`src/rtl/rr_grant_ctrl.sv`:
```
// rr_grant_ctrl: two-requester round-robin owner of a 1-to-2 decoder path.
// Define ARB_TIMEOUT_EN to build the HOLD_MAX forced-release hold counter.
module rr_grant_ctrl #(
    parameter int HOLD_MAX = 8
) (
    input  logic       clk,
    input  logic       rst_n,
    input  logic [1:0] req,
    input  logic       done,
    output logic       sel,
    output logic [1:0] gnt,
    output logic       busy,
    output logic       timeout
);

    typedef enum logic [1:0] {
        IDLE = 2'd0,
        OWN0 = 2'd1,
        OWN1 = 2'd2
    } state_t;

    if (HOLD_MAX < 2 || HOLD_MAX > 15) begin : g_bad_hold
        $error("rr_grant_ctrl: HOLD_MAX must be in 2..15");
    end

    state_t state_q;
    state_t state_d;
    logic   sel_q;
    logic   sel_d;
    logic   lsp_q;
    logic   lsp_d;
    logic   own;
    logic   cur;
    logic   rel_now;
    logic   force_now;

    always_comb begin
        own     = (state_q != IDLE);
        cur     = (state_q == OWN1);
        rel_now = own & (done | ~req[cur]);
    end

`ifdef ARB_TIMEOUT_EN
    localparam logic [3:0] HOLD_LAST = 4'(HOLD_MAX - 1);

    logic [3:0] cnt_q;
    logic [3:0] cnt_d;
    logic       tmo_q;
    logic       tmo_d;

    // >= so a counter that saturated while the other side was quiet
    // still hands over as soon as the other side asks.
    always_comb begin
        force_now = own & ~rel_now & req[~cur] & (cnt_q >= HOLD_LAST);
        tmo_d     = force_now;
    end

    always_comb begin
        cnt_d = cnt_q;
        if (state_d != IDLE && state_d != state_q) begin
            cnt_d = 4'd0;
        end else if (own && cnt_q != 4'hF) begin
            cnt_d = cnt_q + 4'd1;
        end
    end

    always_ff @(posedge clk or negedge rst_n) begin
        if (!rst_n) begin
            cnt_q <= 4'd0;
            tmo_q <= 1'b0;
        end else begin
            cnt_q <= cnt_d;
            tmo_q <= tmo_d;
        end
    end

    assign timeout = tmo_q;
`else
    assign force_now = 1'b0;
    assign timeout   = 1'b0;
`endif

    always_ff @(posedge clk or negedge rst_n) begin
        if (!rst_n) begin
            state_q <= IDLE;
            sel_q   <= 1'b0;
            lsp_q   <= 1'b1;
        end else begin
            state_q <= state_d;
            sel_q   <= sel_d;
            lsp_q   <= lsp_d;
        end
    end

    // Leaving an owner never returns straight to it: the other side or IDLE.
    always_comb begin
        state_d = state_q;
        unique case (state_q)
            IDLE: begin
                unique case (req)
                    2'b01:   state_d = OWN0;
                    2'b10:   state_d = OWN1;
                    2'b11:   state_d = lsp_q ? OWN0 : OWN1;
                    default: state_d = IDLE;
                endcase
            end
            OWN0: begin
                if (rel_now || force_now) begin
                    state_d = req[1] ? OWN1 : IDLE;
                end
            end
            OWN1: begin
                if (rel_now || force_now) begin
                    state_d = req[0] ? OWN0 : IDLE;
                end
            end
            default: state_d = IDLE;
        endcase
    end

    always_comb begin
        sel_d = sel_q;
        lsp_d = lsp_q;
        if (state_d == OWN0) begin
            sel_d = 1'b0;
            lsp_d = 1'b0;
        end else if (state_d == OWN1) begin
            sel_d = 1'b1;
            lsp_d = 1'b1;
        end
    end

    always_comb begin
        busy = own;
        sel  = sel_q;
        gnt  = {own & sel_q, own & ~sel_q};
    end

endmodule

```
`config.mk`:
```
export PLATFORM = sky130hd
export DESIGN_NAME = rr_grant_ctrl
export DESIGN_NICKNAME = d
export VERILOG_FILES = /design/src/rtl/rr_grant_ctrl.sv
export SDC_FILE = /design/constraint.sdc
export NUM_CORES = 1
export LEC_CHECK = 0
export ABC_CLOCK_PERIOD_IN_PS = 3290
export BUFFER_PORTS_ARGS = -buffer_cell sky130_fd_sc_hd__buf_2
export CORE_AREA = 2 2 39 41
export DETAILED_ROUTE_END_ITERATION = 12
export DIE_AREA = 0 0 41 43
export PLACE_DENSITY_LB_ADDON = 0.2
export SLEW_MARGIN = 20
export SYNTH_ARGS = -nofsm -noshare
export SYNTH_HDL_FRONTEND = slang
export SYNTH_SLANG_ARGS = --single-unit
```
`constraint.sdc`:
```
create_clock -name clk -period 3.29 [get_ports clk]
set_clock_uncertainty 0.05 [all_clocks]
set_input_delay 0.658 -clock clk [delete_from_list [all_inputs] [get_ports clk]]
set_output_delay 0.658 -clock clk [all_outputs]
set_load 0.01 [all_outputs]
```
==> out/metrics.cfg, run 1 <==
[clock_tree]
hold_buffers=0
cts_resized=0
cts_made_buffers=3
cts.sinks=4
cts_tree=built
clockBufferDepth=2
htree_levels=1
postCtsSetupBuffers=0
root_buffer=clkbuf_4
insertion_delay_ns=0.24
clk_pin_slew_ns=0.04

[timing]
fmax_mhz=522.7
rsz0062_at_grt=no
finalCriticalPeriod_ns=1.913
setup_viol=0
tns_ns=0
fin_ws_ns=1.377
period_share_pct=58.14
hold_viol_final=0
slew_viol_final=0

[synthesis]
synth-seq-cells=4
synthCells=26
synth_top_area_share_pct=31.25
mappedNetlistNets=32
synth_area_leader_cell=dfrtp_1
synth.area.top_cells=dfrtp_1, dfstp_2, a21oi_1
syn_area_sq_um=240.2
synth.avg_cell_area_sq_um=9.240
yosys_warnings=0
synth_cell_type_count=16
yosysSeqAreaShare_pct=42.19

[power]
p_leak_nw=0.1612
p_per_area_nw_per_um2=729.7
seqPwrFrac_pct=34.2
p_sw_w=0.00007536
swShare_pct=32.37
vdd_drop_max_mv=0.2131
clkPwrFrac_pct=28.5
p_int_w=0.0001575
p_total_w=0.0002328
comb_power_share_pct=37.3

[cells_and_area]
final_common_cell=buf_2
finalNonFillerCells=53
drive_above_1_share_pct=35.14
diodes=0
area_growth_pct=32.81
final_nets=44
layout_common_cells=buf_2, a21oi_1, and2_1, clkbuf_4, dfrtp_1
fin_area_sq_um=319.1

[die]
die_h_microns=43
rows=14
dieArea_sq_um=1763
ios=10
core_area_sq_um=1384
start_util_pct=17.36
die_w_microns=41

[global_routing]
overflow=0
first_global_vias=212
track_usage_pct=7.049
antenna_found_initial=0
grt_max_degree=7
grt_pass1_wl_microns=779

[route]
drt_iter0_drc=8
wl_per_cell_microns=8.321
routed_wl_microns=441
viasPerCell=3.830
route.detailed.drc=0
num_vias=203
drt_pass1_iterations=2
ant_nets=0

[status]
status=completed

[place]
gp_congestion=0.6629
portBuffers=8
placed_cells=49
dp_slack_ns=1.330
hpwl_microns=377
placed_area_sq_um=292.8

[worst_hold_path]
hold_class=in2async

[setup_path]
cp.required_ns=2.58
critPathCaptureType=primary output
cp-start-kind=register
crit_arrival_ns=1.20
crit_type=reg2out
crit_path_max_fanout=5

[run]
drv_cap=0

## sequential cells by signal (all words and copies together), names as in the netlist
register / cells
sel: 1
state_q: 2
lsp_q: 1
## final timing paths
kind	from	to	slack, ns	depth (start not counted)
worst max-delay path	state_q[1]$_DFF_PN0_	gnt[1]	1.38	3
worst min-delay path	rst_n	state_q[0]$_DFF_PN0_	0.17	1
worst max register to register	state_q[1]$_DFF_PN0_	sel$_DFFE_PN0P_	1.63	6
worst min register to register	lsp_q$_DFFE_PN1P_	lsp_q$_DFFE_PN1P_	0.42	2
max in group asynchronous	rst_n	lsp_q$_DFFE_PN1P_	2.81	1
min in group clk	lsp_q$_DFFE_PN1P_	lsp_q$_DFFE_PN1P_	0.42	2
## power groups by stage
stage               Combinational [W]  Sequential, W  Clock [W]
global placement            0.0000867      0.0000806          0
detailed placement          0.0000890      0.0000802          0
global route                0.0000984      0.0000824  0.0000770
CTS                         0.0000894      0.0000797  0.0000706
floorplan                   0.0000598      0.0000802          0
finish                      0.0000868      0.0000796  0.0000664
## kinds of logic after synthesis
group,share of synthesized area (%)
buffers and inverters,6.252
other,1.561
flip-flops,42.19
adder cells (fa/ha/maj),5.208
multiplexers,6.248
AND/OR/NAND/NOR,21.36
AO/OA/AOI/OAI,17.19
## stage by stage
stage / hold WS [ns] / util [%]
CTS: 0.1575 / 23.06
finish: 0.1664 / 23.06
global route: 0.1582 / 23.06
detailed placement: 0.4176 / 21.16
global placement: 0.4162 / 21.16
floorplan: 0.3124 / -
## synthesized netlist by cell type
library cell and count:
conb_1 1, o21a_1 1, buf_4 1, inv_1 2, a21boi_0 1, nand2_1 2, a21oi_1 4, nor2b_1 1
ha_1 1, and2_1 3, nand2b_1 2, o22ai_1 1, dfstp_2 1, dfrtp_1 3, mux2_4 1, or2_1 1
## area by class of cell
cell class | instances | area [sq um]
timing repair buffer | 8 | 40.04
clock buffer | 4 | 26.28
fill | 157 | 1065
tap | 16 | 20.02
sequential | 4 | 101.3
multi-input combinational | 19 | 123.9
inverter | 2 | 7.507
## worst max-delay path, stage by stage, from the launching register on
cell and delay, ns:
dfrtp_1 0.42, or2_1 0.26, and2_1 0.15, buf_2 0.13
## layer usage
layer	track usage, %	vias to the layer above	wire, microns
met3	4.712	0	30
met2	10.00	4	227
met4	6.000	0	0
met5	0	-	0
li1	-	106	-
met1	6.494	93	182
Power figures use the tool's default switching activity.
==> run 2: changes to the inputs <==
--- a/config.mk
+++ b/config.mk
@@ -5,7 +5,7 @@
 export SDC_FILE = /design/constraint.sdc
 export NUM_CORES = 1
 export LEC_CHECK = 0
-export ABC_CLOCK_PERIOD_IN_PS = 3290
+export ABC_CLOCK_PERIOD_IN_PS = 1800
 export BUFFER_PORTS_ARGS = -buffer_cell sky130_fd_sc_hd__buf_2
 export CORE_AREA = 2 2 39 41
 export DETAILED_ROUTE_END_ITERATION = 12
==> constraint.sdc (replaced) <==
create_clock -name clk -period 1.8 [get_ports clk]
set_clock_uncertainty 0.05 [all_clocks]
set_input_delay 0.36 -clock clk [delete_from_list [all_inputs] [get_ports clk]]
set_output_delay 0.36 -clock clk [all_outputs]
set_load 0.01 [all_outputs]
==> out/metrics.cfg, run 2 (synthesized netlist as in run 1, its figures left out) <==
[global_routing]
overflow=0
grt_pass1_wl_microns=807
first_global_vias=211
antenna_found_initial=0
grt_max_degree=7
track_usage_pct=7.359

[die]
ios=10
start_util_pct=17.36
die_w_microns=41
rows=14
die_h_microns=43
core_area_sq_um=1384
dieArea_sq_um=1763

[clock_tree]
cts_made_buffers=3
clockBufferDepth=2
clk_pin_slew_ns=0.04
postCtsSetupBuffers=0
insertion_delay_ns=0.24
cts_tree=built
cts.sinks=4
root_buffer=clkbuf_4
htree_levels=1

[power]
comb_power_share_pct=37.2
p_int_w=0.0002892
swShare_pct=32.59
p_leak_nw=0.1654
p_sw_w=0.0001398
vdd_drop_max_mv=0.3736
clkPwrFrac_pct=28.5
p_per_area_nw_per_um2=1304
p_total_w=0.0004290
seqPwrFrac_pct=34.2

[setup_path]
crit_type=reg2reg
critPathCaptureType=register
crit_path_start=state_q[1]$_DFF_PN0_
cpMaxStageDelayCell=dfrtp_1
rrSetupSlack_ns=0.16
cp.required_ns=1.87
path_cells=mux2_4 -> o22ai_1 -> nand2_1 -> ha_1 -> nor2b_1 -> a21oi_1
cpPeakStageDelay_ns=0.42
r2r_end=sel$_DFFE_PN0P_
r2r_cells=6
worstSetupEndpoint=sel$_DFFE_PN0P_
cp-start-kind=register
critPathTopFamily=flip-flops
crit_path_max_fanout=5
crit_cells=6
cp_num_buf_inv=0
rr_startpoint=state_q[1]$_DFF_PN0_
crit_arrival_ns=1.71

[timing]
fmax_mhz=608.8
setup_viol=0
finalCriticalPeriod_ns=1.643
rsz0062_at_grt=no
slew_viol_final=0
tns_ns=0
hold_viol_final=0
period_share_pct=91.26

[cells_and_area]
top_register=state_q
drive_above_1_share_pct=34.21
final_common_cell=buf_2
area_growth_pct=36.98
diodes=0
utilization_pct=23.78
final_nets=45
largest_reg_flops=2
layout_common_cells=buf_2, a21oi_1, and2_1, clkbuf_4, dfrtp_1

[worst_hold_path]
min-delay-start=req[1]
hold_class=in2reg

[route]
drt_pass1_iterations=1
viasPerCell=3.685
route.detailed.drc=0
drt_iter0_drc=0
num_vias=199
routed_wl_microns=453
ant_nets=0
wl_per_cell_microns=8.389

[place]
gp_congestion=0.6359
hpwl_microns=383.3
portBuffers=8

[status]
status=completed

[run]
drv_cap=0

-- run 2: changes by cell type in the layout (fill, tap and decap cells not counted), sizes merged --
cell / previous run / this run
dlygate4sd3: 0 / 1
-- run 2: worst min path at each step --
stage,endpoint,cells after the start
after global placement,sel$_DFFE_PN0P_,1
after global routing,state_q[1]$_DFF_PN0_,2
after floorplan,sel$_DFFE_PN0P_,0
final,state_q[1]$_DFF_PN0_,2
after detailed placement,sel$_DFFE_PN0P_,1
after CTS,state_q[1]$_DFF_PN0_,2
-- run 2: per-stage QoR --
step	setup WS [ns]	hold WS, ns	std cells	instance area (sq um)
after floorplan	0.2500	0.01441	26	240.2
after global placement	0.1277	0.1178	49	292.8
after detailed placement	0.1403	0.1208	49	292.8
after CTS	0.1482	0.3237	54	329.1
after global routing	0.02991	0.3354	54	329.1
final	0.1573	0.3274	54	329.1
-- run 2: cell type report --
cell class / count / area, sq um
timing repair buffer: 9 / 50.05
inverter: 2 / 7.507
tap: 16 / 20.02
sequential: 4 / 101.3
fill: 157 / 1055
multi-input combinational: 19 / 123.9
clock buffer: 4 / 26.28
-- run 2: layer usage --
metal	wire, microns	up-vias	GRT usage [%]	share of wire [%]
met5	0	-	0	0
met4	0	0	8.000	0
met1	205	88	7.818	45
met2	231	4	9.688	51
met3	16	0	3.141	3.5
li1	-	107	-	-
-- run 2: power by group through the flow --
stage                     combinational [W]  sequential, W  clock (W)
after detailed placement           0.000162       0.000148          0
final                              0.000160       0.000147   0.000122
after global placement             0.000159       0.000147          0
after global routing               0.000180       0.000154   0.000136
after floorplan                    0.000109       0.000147          0
after CTS                          0.000164       0.000147   0.000131
-- run 2: what timing repair did --
action / 4_1_cts / 5_1_grt
hold endpoints to repair: 3 / 0
hold buffers: 1 / 0
resized for setup: 0 / 0
==> run 3: changes to the inputs <==
--- a/config.mk
+++ b/config.mk
@@ -6,7 +6,7 @@
 export NUM_CORES = 1
 export LEC_CHECK = 0
 export ABC_CLOCK_PERIOD_IN_PS = 1800
-export BUFFER_PORTS_ARGS = -buffer_cell sky130_fd_sc_hd__buf_2
+export BUFFER_PORTS_ARGS = -buffer_cell sky130_fd_sc_hd__clkbuf_2
 export CORE_AREA = 2 2 39 41
 export DETAILED_ROUTE_END_ITERATION = 12
 export DIE_AREA = 0 0 41 43
==> out/metrics.cfg, run 3 (synthesized netlist as in run 1, its figures left out) <==
[timing]
hold_viol_final=0
rsz0062_at_grt=no
holdWs_ns=0.3294
setup_viol=0
fmax_mhz=604.4
period_share_pct=91.91
tns_ns=0
slew_viol_final=0
fin_ws_ns=0.1456
finalCriticalPeriod_ns=1.654

[setup_path]
crit_path_max_fanout=5
critPathTopFamily=flip-flops
crit_type=reg2reg
cp.required_ns=1.86
rrSetupSlack_ns=0.15
cp-start-kind=register
crit_path_start=state_q[1]$_DFF_PN0_
cp_num_buf_inv=0
critPathCaptureType=register
rr_startpoint=state_q[1]$_DFF_PN0_
cpMaxStageDelayCell=dfrtp_1
worstSetupEndpoint=sel$_DFFE_PN0P_
r2r_end=sel$_DFFE_PN0P_
cpPeakStageDelay_ns=0.43
crit_arrival_ns=1.72
crit_cells=6
path_cells=mux2_4 -> o22ai_2 -> nand2_1 -> ha_1 -> nor2b_1 -> a21oi_1
r2r_cells=6

[cells_and_area]
diodes=0
fin_area_sq_um=335.3
final_common_cell=clkbuf_2
top_register=state_q
final_nets=45
drive_above_1_share_pct=36.84
area_growth_pct=39.58
utilization_pct=24.23
largest_reg_flops=2
layout_common_cells=clkbuf_2, a21oi_1, and2_1, clkbuf_4, dfrtp_1

[worst_hold_path]
min-delay-start=req[1]
hold_class=in2reg

[place]
portBuffers=8
dp_slack_ns=0.1183
placed_area_sq_um=292.8
hpwl_microns=407.3
gp_congestion=0.6560

[global_routing]
antenna_found_initial=0
track_usage_pct=7.243
first_global_vias=197
grt_pass1_wl_microns=807
grt_max_degree=7
overflow=0

[route]
route.detailed.drc=0
num_vias=206
wl_per_cell_microns=8.926
drt_pass1_iterations=2
routed_wl_microns=482
viasPerCell=3.815
drt_iter0_drc=4
ant_nets=0

[clock_tree]
cts.sinks=4
root_buffer=clkbuf_4
cts_made_buffers=3
cts_tree=built
insertion_delay_ns=0.23
postCtsSetupBuffers=0
clockBufferDepth=2
htree_levels=1
clk_pin_slew_ns=0.04

[die]
die_w_microns=41
rows=14
dieArea_sq_um=1763
start_util_pct=17.36
die_h_microns=43
core_area_sq_um=1384
ios=10

[status]
status=completed

[run]
drv_cap=0

[power]
vdd_drop_max_mv=0.4349
comb_power_share_pct=38.5
clkPwrFrac_pct=27.6
p_sw_w=0.0001444
p_int_w=0.0002930
seqPwrFrac_pct=33.9
swShare_pct=33.02
p_leak_nw=0.1695
p_per_area_nw_per_um2=1304

[run 3: changes by cell type in the layout (fill, tap and decap cells not counted), sizes merged]
cell | before | now
buf | 8 | 0
clkbuf | 4 | 12
[run 3: final cells by class]
type | count | area [sq um]
clock buffers | 4 | 26.28
fillers | 156 | 1049
inverters | 2 | 7.507
multi-input cells | 19 | 130.1
flip-flops and latches | 4 | 101.3
well taps | 16 | 20.02
repair buffers | 9 | 50.05
[run 3: metrics by stage]
step	instances	total power, W
6_report	54	0.0004374
5_1_grt	54	0.0004792
4_1_cts	54	0.0004430
3_5_place_dp	49	0.0003117
3_3_place_gp	49	0.0003060
2_1_floorplan	26	0.0002560
[run 3: routing by layer]
metal / routed length (microns) / track usage [%] / vias to the layer above / share of wire (%)
li1: - / - / 109 / -
met1: 193 / 8.091 / 93 / 40
met2: 261 / 9.063 / 4 / 54
met3: 27 / 3.141 / 0 / 5.6
met4: 0 / 8.000 / 0 / 0
met5: 0 / 0 / - / 0
[run 3: power by group through the flow]
stage | combinational, W | sequential (W) | clock [W]
final | 0.000168 | 0.000148 | 0.000121
after global routing | 0.000191 | 0.000153 | 0.000135
after CTS | 0.000167 | 0.000146 | 0.000130
after detailed placement | 0.000164 | 0.000147 | 0
after global placement | 0.000158 | 0.000148 | 0
after floorplan | 0.000109 | 0.000147 | 0
[run 3: timing repair]
item / in CTS / in global routing
resized for setup: 0 / 1
hold buffers: 1 / 0
endpoints found under the hold margin: 3 / 0
setup endpoints to repair: 0 / 1
[run 3: worst min path at each step]
stage,to,slack [ns],cells after the start
after CTS,state_q[1]$_DFF_PN0_,0.32,2
after global placement,sel$_DFFE_PN0P_,0.12,1
after global routing,state_q[0]$_DFF_PN0_,0.34,2
after detailed placement,sel$_DFFE_PN0P_,0.12,1
final,state_q[1]$_DFF_PN0_,0.33,2
after floorplan,sel$_DFFE_PN0P_,0.01,0
[run 3: worst reg2reg max path, cell delays in order, from the launching register on]
cell,delay (ns)
dfrtp_1,0.43
mux2_4,0.32
o22ai_2,0.13
nand2_1,0.08
ha_1,0.30
nor2b_1,0.16
a21oi_1,0.06
